===== src/rtl/layer_reg_scheduler.sv =====
// Arbitrates the layer register bank between buffered host writes, a per-frame
// render scan of every layer, and a bulk clear. Host writes wait out a running scan.
module layer_reg_scheduler #(
    parameter int unsigned NUM_LAYERS = 32,
    parameter int unsigned ADDR_W     = 5,
    parameter int unsigned DATA_W     = 16,
    parameter int unsigned FIFO_DEPTH = 4
) (
    input  logic              i_clk,
    input  logic              i_reset,
    input  logic              i_frame_start,
    input  logic              i_clear_req,
    input  logic              i_host_wr_valid,
    output logic              o_host_wr_ready,
    input  logic [ADDR_W-1:0] i_host_wr_addr,
    input  logic [DATA_W-1:0] i_host_wr_data,
    input  logic [ADDR_W-1:0] i_host_rd_addr,
    output logic [DATA_W-1:0] o_host_rd_data,
    output logic              o_scan_valid,
    output logic [ADDR_W-1:0] o_scan_layer,
    output logic [DATA_W-1:0] o_scan_data,
    output logic              o_scan_done,
    output logic              o_busy,
    output logic              o_overrun,
    output logic [ADDR_W-1:0] o_mem_rd_addr1,
    output logic [ADDR_W-1:0] o_mem_rd_addr2,
    input  logic [DATA_W-1:0] i_mem_rd_data1,
    input  logic [DATA_W-1:0] i_mem_rd_data2,
    output logic              o_mem_wr_en,
    output logic [ADDR_W-1:0] o_mem_wr_addr,
    output logic [DATA_W-1:0] o_mem_wr_data
);

    localparam int unsigned       PTR_W   = $clog2(FIFO_DEPTH);
    localparam logic [PTR_W:0]    FullCnt = (PTR_W + 1)'(FIFO_DEPTH);
    localparam logic [ADDR_W-1:0] LastIdx = ADDR_W'(NUM_LAYERS - 1);

    typedef enum logic [1:0] {StIdle, StScan, StClear} state_t;

    state_t            r_state, w_state_next;
    logic [ADDR_W-1:0] r_idx, w_idx_next;
    logic              r_pending_frame, w_pending_frame_next;
    logic              r_pending_clear, w_pending_clear_next;

    logic [ADDR_W-1:0] r_fifo_addr [FIFO_DEPTH];
    logic [DATA_W-1:0] r_fifo_data [FIFO_DEPTH];
    logic [PTR_W:0]    r_wr_ptr, r_rd_ptr;
    logic              w_empty, w_full, w_push, w_pop, w_ready;

    logic              r_scan_valid, r_scan_done, r_overrun;
    logic [ADDR_W-1:0] r_scan_layer;
    logic [DATA_W-1:0] r_scan_data, r_host_rd_data;
    logic              w_last;

    // Pointers carry one extra bit so full and empty are distinguishable.
    assign w_empty = (r_wr_ptr == r_rd_ptr);
    assign w_full  = ((r_wr_ptr - r_rd_ptr) == FullCnt);
    assign w_ready = !w_full && !i_reset;
    assign w_push  = i_host_wr_valid && w_ready;
    assign w_last  = (r_idx == LastIdx);

    always_comb begin
        w_state_next         = r_state;
        w_idx_next           = r_idx;
        w_pending_frame_next = r_pending_frame;
        w_pending_clear_next = r_pending_clear;
        w_pop                = 1'b0;
        o_mem_wr_en          = 1'b0;
        o_mem_wr_addr        = r_fifo_addr[r_rd_ptr[PTR_W-1:0]];
        o_mem_wr_data        = r_fifo_data[r_rd_ptr[PTR_W-1:0]];
        unique case (r_state)
            StIdle: begin
                if (!w_empty) begin
                    o_mem_wr_en = 1'b1;
                    w_pop       = 1'b1;
                end
                if (i_clear_req || r_pending_clear) begin
                    w_state_next         = StClear;
                    w_pending_clear_next = 1'b0;
                    w_pending_frame_next = r_pending_frame || i_frame_start;
                end else if (i_frame_start || r_pending_frame) begin
                    w_state_next         = StScan;
                    w_pending_frame_next = 1'b0;
                end
            end
            StScan: begin
                if (i_clear_req) w_pending_clear_next = 1'b1;
                if (w_last) begin
                    w_state_next = StIdle;
                    w_idx_next   = '0;
                end else begin
                    w_idx_next = r_idx + 1'b1;
                end
            end
            StClear: begin
                o_mem_wr_en   = 1'b1;
                o_mem_wr_addr = r_idx;
                o_mem_wr_data = '0;
                if (i_frame_start) w_pending_frame_next = 1'b1;
                if (w_last) begin
                    w_state_next = StIdle;
                    w_idx_next   = '0;
                end else begin
                    w_idx_next = r_idx + 1'b1;
                end
            end
            default: begin
                w_state_next = StIdle;
                w_idx_next   = '0;
            end
        endcase
    end

    always_ff @(posedge i_clk or posedge i_reset) begin
        if (i_reset) begin
            r_state         <= StIdle;
            r_idx           <= '0;
            r_pending_frame <= 1'b0;
            r_pending_clear <= 1'b0;
            r_wr_ptr        <= '0;
            r_rd_ptr        <= '0;
            r_scan_valid    <= 1'b0;
            r_scan_layer    <= '0;
            r_scan_data     <= '0;
            r_scan_done     <= 1'b0;
            r_overrun       <= 1'b0;
            r_host_rd_data  <= '0;
        end else begin
            r_state         <= w_state_next;
            r_idx           <= w_idx_next;
            r_pending_frame <= w_pending_frame_next;
            r_pending_clear <= w_pending_clear_next;
            if (w_push) r_wr_ptr <= r_wr_ptr + 1'b1;
            if (w_pop)  r_rd_ptr <= r_rd_ptr + 1'b1;
            r_scan_valid <= (r_state == StScan);
            r_scan_done  <= (r_state == StScan) && w_last;
            r_overrun    <= (r_state == StScan) && i_frame_start;
            if (r_state == StScan) begin
                r_scan_layer <= r_idx;
                r_scan_data  <= i_mem_rd_data1;
            end
            r_host_rd_data <= i_mem_rd_data2;
        end
    end

    // Storage needs no reset; the pointers define which slots are live.
    always_ff @(posedge i_clk) begin
        if (w_push) begin
            r_fifo_addr[r_wr_ptr[PTR_W-1:0]] <= i_host_wr_addr;
            r_fifo_data[r_wr_ptr[PTR_W-1:0]] <= i_host_wr_data;
        end
    end

    assign o_host_wr_ready = w_ready;
    assign o_host_rd_data  = r_host_rd_data;
    assign o_scan_valid    = r_scan_valid;
    assign o_scan_layer    = r_scan_layer;
    assign o_scan_data     = r_scan_data;
    assign o_scan_done     = r_scan_done;
    assign o_busy          = (r_state != StIdle);
    assign o_overrun       = r_overrun;
    assign o_mem_rd_addr1  = r_idx;
    assign o_mem_rd_addr2  = i_host_rd_addr;

endmodule


===== config.mk =====
export PLATFORM = sky130hd
export DESIGN_NAME = layer_reg_scheduler
export DESIGN_NICKNAME = d
export VERILOG_FILES = /design/src/rtl/layer_reg_scheduler.sv
export SDC_FILE = /design/constraint.sdc
export NUM_CORES = 1
export LEC_CHECK = 0
export ABC_CLOCK_PERIOD_IN_PS = 2800
export CORE_ASPECT_RATIO = 1.2
export CORE_MARGIN = 8
export CORE_UTILIZATION = 31
export CTS_CLUSTER_SIZE = 20
export DETAILED_ROUTE_END_ITERATION = 10
export DONT_BUFFER_PORTS = 1
export GPL_TIMING_DRIVEN = 0
export PLACE_DENSITY = 0.47
export SLEW_MARGIN = 5
export SYNTH_ARGS = -nofsm -noshare
export SYNTH_HDL_FRONTEND = slang
export SYNTH_SLANG_ARGS = --single-unit

===== constraint.sdc =====
create_clock -name i_clk -period 2.8 [get_ports i_clk]
set_input_delay 0.42 -clock i_clk [delete_from_list [all_inputs] [get_ports i_clk]]
set_output_delay 0.42 -clock i_clk [all_outputs]
set_load 0.05 [all_outputs]

==> summary.md <==
| Metric | Value |
|---|---|
| M1 WL | `4.44 mm` |
| Yosys reg bits | `139` |
| Clock power share | `26.7%` |
| Required @ worst endpoint | `2380 ps` |
| CTS tree | `yes` |
| Cell Chain, Critical Path | `buf_4 > inv_1 > ha_2 > nand2_1 > o21ai_2 > nand2_2` |
| Worst stage delay on the critical path | `460 ps` |
| Mean post-synth cell area | `18.3 um^2` |
| Leading area contributor after synthesis | `edfxtp_1` |
| Die width | `136 um` |
| HP Class | `input pin to async pin` |
| Nets | `392` |
| Slowest CP cell | `dfrtp_1` |
| Port bufs | `0` |
| Failing checks | `negative hold slack` |
| Vias in the first global route | `2851` |
| Final worst slack | `169 ps` |
| Overall Global Routing Usage | `11.3%` |
| Synth top area share | `47.1%` |
| Comb pwr share | `33.6%` |
| Sequential power share | `39.7%` |
| Critical path arrival | `2210 ps` |
| CP Capture Type | `output port` |
| Power per cell area | `1350 nW/um^2` |
| Status | `complete, but fails checks` |
| Post-synthesis cell area | `5360 um^2` |
| Top-Level Pins | `137` |
| Synth area leaders | `edfxtp_1 (47%), dfrtp_1 (26%), mux4_2 (8.8%), mux2_2 (5.9%), ha_1 (2.8%)` |
| Period utilization | `94.0%` |
| Core ar. | `16900 um^2` |
| Initial cell density of the core | `31.7%` |
| First-pass GRT wire length | `17.7 mm` |
| Synth Instances | `292` |
| WL met3 | `1.59 mm` |
| Row count | `52` |
| Clock Skew | `12.5 ps` |
| Filler cell count | `1579` |
| CTS Root Cell | `clkbuf_16` |
| Post-route DRC | `0` |
| Crit-path leading delay family | `flip-flops` |
| Mapped Nets | `367` |
| Crit path kind | `flip-flop to output port` |
| Iteration-0 DRC Markers | `114` |
| GRT overflow | `0` |
| Drt via density | `4.70` |
| Slew @ Worst Pin | `773 ps` |
| Met2 routed WL | `5.86 mm` |
| Int Pwr | `5.06 mW` |
| Pre-antenna DRT Iters | `4` |
| Post-route insts no fill | `546` |
| Routed Antenna Nets | `0` |
| Routed via count | `2568` |
| Routed length per placed instance | `22.0 um` |
| Core Util, Final | `38.0%` |
| Dpl cells | `509` |
| CP Max Fanout | `10` |
| Total power | `8.71 mW` |
| Yosys warns | `0` |
| Max Fclk | `380 MHz` |
| Share of layout cells above drive strength 1 | `33.0%` |
| Largest net degree at the start of global routing | `57` |
| Area growth syn-to-layout | `20.1%` |
| Yosys cell types | `27` |
| Die area | `21800 um^2` |
| Minimum clock period | `2630 ps` |
| Die Y-Extent | `160 um` |
| Post-CTS Hold Buffers | `0` |
| Peak supply drop | `0.000449 V` |
| Final Max Tran Viols | `0` |
| # Max-Cap Violations | `0` |
| Commonest non-fill, non-tap cell in the layout | `edfxtp_1` |
| Switching power | `3.65 mW` |
| Cts bufs inserted | `17` |
| H-tree levels | `4` |
| RSZ-0062 raised after global routing | `false` |
| Routed wire length | `12.0 mm` |
| CP Buf/Inv Count | `2` |
| Pre-CTS setup slack | `-498 ps` |
| Hold Fails Final Rpt | `5` |
| Pleak | `2.39 nW` |
| # setup viols final | `0` |
| Most frequent cells in the layout | `edfxtp_1 (84), dfrtp_1 (55), mux2_2 (28)` |
| GP Congestion | `0.638` |
| Highest metal used | `met4` |
| Final hold slack | `-2.17 ps` |
| Ant. Diodes | `0` |
| Max Root-Sink Buffers | `2` |
| Switching Fraction | `41.9%` |
| TritonCTS sink count | `139` |
| Slew HR | `48.3%` |
| CP Launch Type | `flip-flop` |
| Reg clk slew, reported paths | `60 ps` |
| Seq/Total Area, Yosys | `72.8%` |
| Final HPWL DP | `7.85 mm` |
| Initial antenna violation count | `0` |
| Clock Latency Late Sink | `420 ps` |
sequential cells by signal, summed over array words and instances, names as in the netlist, 2 cells and up:
signal,count
r_fifo_data,64
r_fifo_addr,20
o_host_rd_data,16
o_scan_data,16
o_mem_rd_addr1,5
o_scan_layer,5
r_rd_ptr,3
r_wr_ptr,3
r_state,2
power by group through the flow:
stage                     logic [mW]  clock network, mW  registers [mW]
after floorplan                 2.31                  0            3.42
after global placement          2.75                  0            3.51
after detailed placement        2.80                  0            3.52
after CTS                       3.00               2.39            3.48
after global routing            3.16               2.49            3.52
final                           2.93               2.32            3.46
layout make-up:
class	count	area (um^2)	share of cell area (%)
Inverter	10	41.3	0.642
Clock buffer	25	528	8.21
Buffer	15	88.8	1.38
Tap cell	216	270	4.20
Timing Repair Buffer	4	82.6	1.28
Sequential cell	139	3900	60.6
Clock inverter	7	98.8	1.54
Multi-Input combinational cell	130	1420	22.1
worst register-to-register path, cell delays in order, from the launching register on:
cell      delay (ps)
dfrtp_1          460
buf_4            250
inv_1             70
ha_2             160
nand2b_1         160
xnor2_2          210
a311oi_4         450
and2_4           450
cell families after synthesis:
kind of cell,count (synthesis),share of synthesized area [%]
DFF,139,72.8
muxes,50,15.0
and+or+nand+nor,42,4.25
buffers and inverters,25,2.15
AOI/OAI and AO/OA,18,2.01
adders and majority gates,12,2.80
xor gates and xnor gates,6,0.981
path summary, 6_finish.rpt:
check | endpoint | slack (ps) | depth (start not counted) | startpoint
hold / removal | o_host_rd_data[11]$_DFF_PP0_ | -2 | 1 | i_reset
setup reg to reg | r_fifo_data[2][1]$_DFFE_PP_ | 230 | 7 | r_rd_ptr[1]$_DFFE_PP0P_
hold reg to reg | r_wr_ptr[2]$_DFFE_PP0P_ | 480 | 1 | r_wr_ptr[2]$_DFFE_PP0P_
min in group i_clk | o_host_rd_data[13]$_DFF_PP0_ | 30 | 0 | i_mem_rd_data2[13]
max in group asynchronous | o_scan_data[8]$_DFFE_PP0P_ | 2240 | 2 | i_reset
setup / recovery | o_mem_wr_en | 170 | 6 | r_rd_ptr[1]$_DFFE_PP0P_
through the flow:
step | instance area (um^2) | setup TNS, ps
2_1_floorplan | 5370 | 0
3_3_place_gp | 5640 | -43740
3_5_place_dp | 5670 | -31590
4_1_cts | 6390 | 0
5_1_grt | 6430 | 0
6_report | 6430 | 0
cell usage after synthesis:
cell      number
xnor2_1        3
nand3_1        1
xor2_1         3
nor2b_1        1
a31oi_1        3
and2_2         3
o21ai_0        9
buf_2          2
nand2_1        9
mux4_2        21
nor2_1         6
and3_1         1
dfrtp_1       55
nand2b_1       2
inv_1         10
nand4_1        1
a21oi_1        3
and2_1        18
edfxtp_1      84
mux2_4         1
ha_1          12
buf_4          5
mux2_2        28
clkbuf_1       8
o22ai_1        1
a21boi_0       1
a311oi_2       1
timing repair:
item / 4_1_cts / 5_1_grt
pin swaps: 3 / 0
gates resized for setup: 14 / 11
buffers inserted: 2 / 0
setup endpoints to repair: 78 / 20
gates cloned: 2 / 0
per-layer routing:
layer  GRT usage (%)  up-vias
li1                -     1140
met2            17.9      118
met4            3.90        0
met3            7.03        8
met5               0        -
met1            12.0     1302
(Power assumes the default switching activity.)
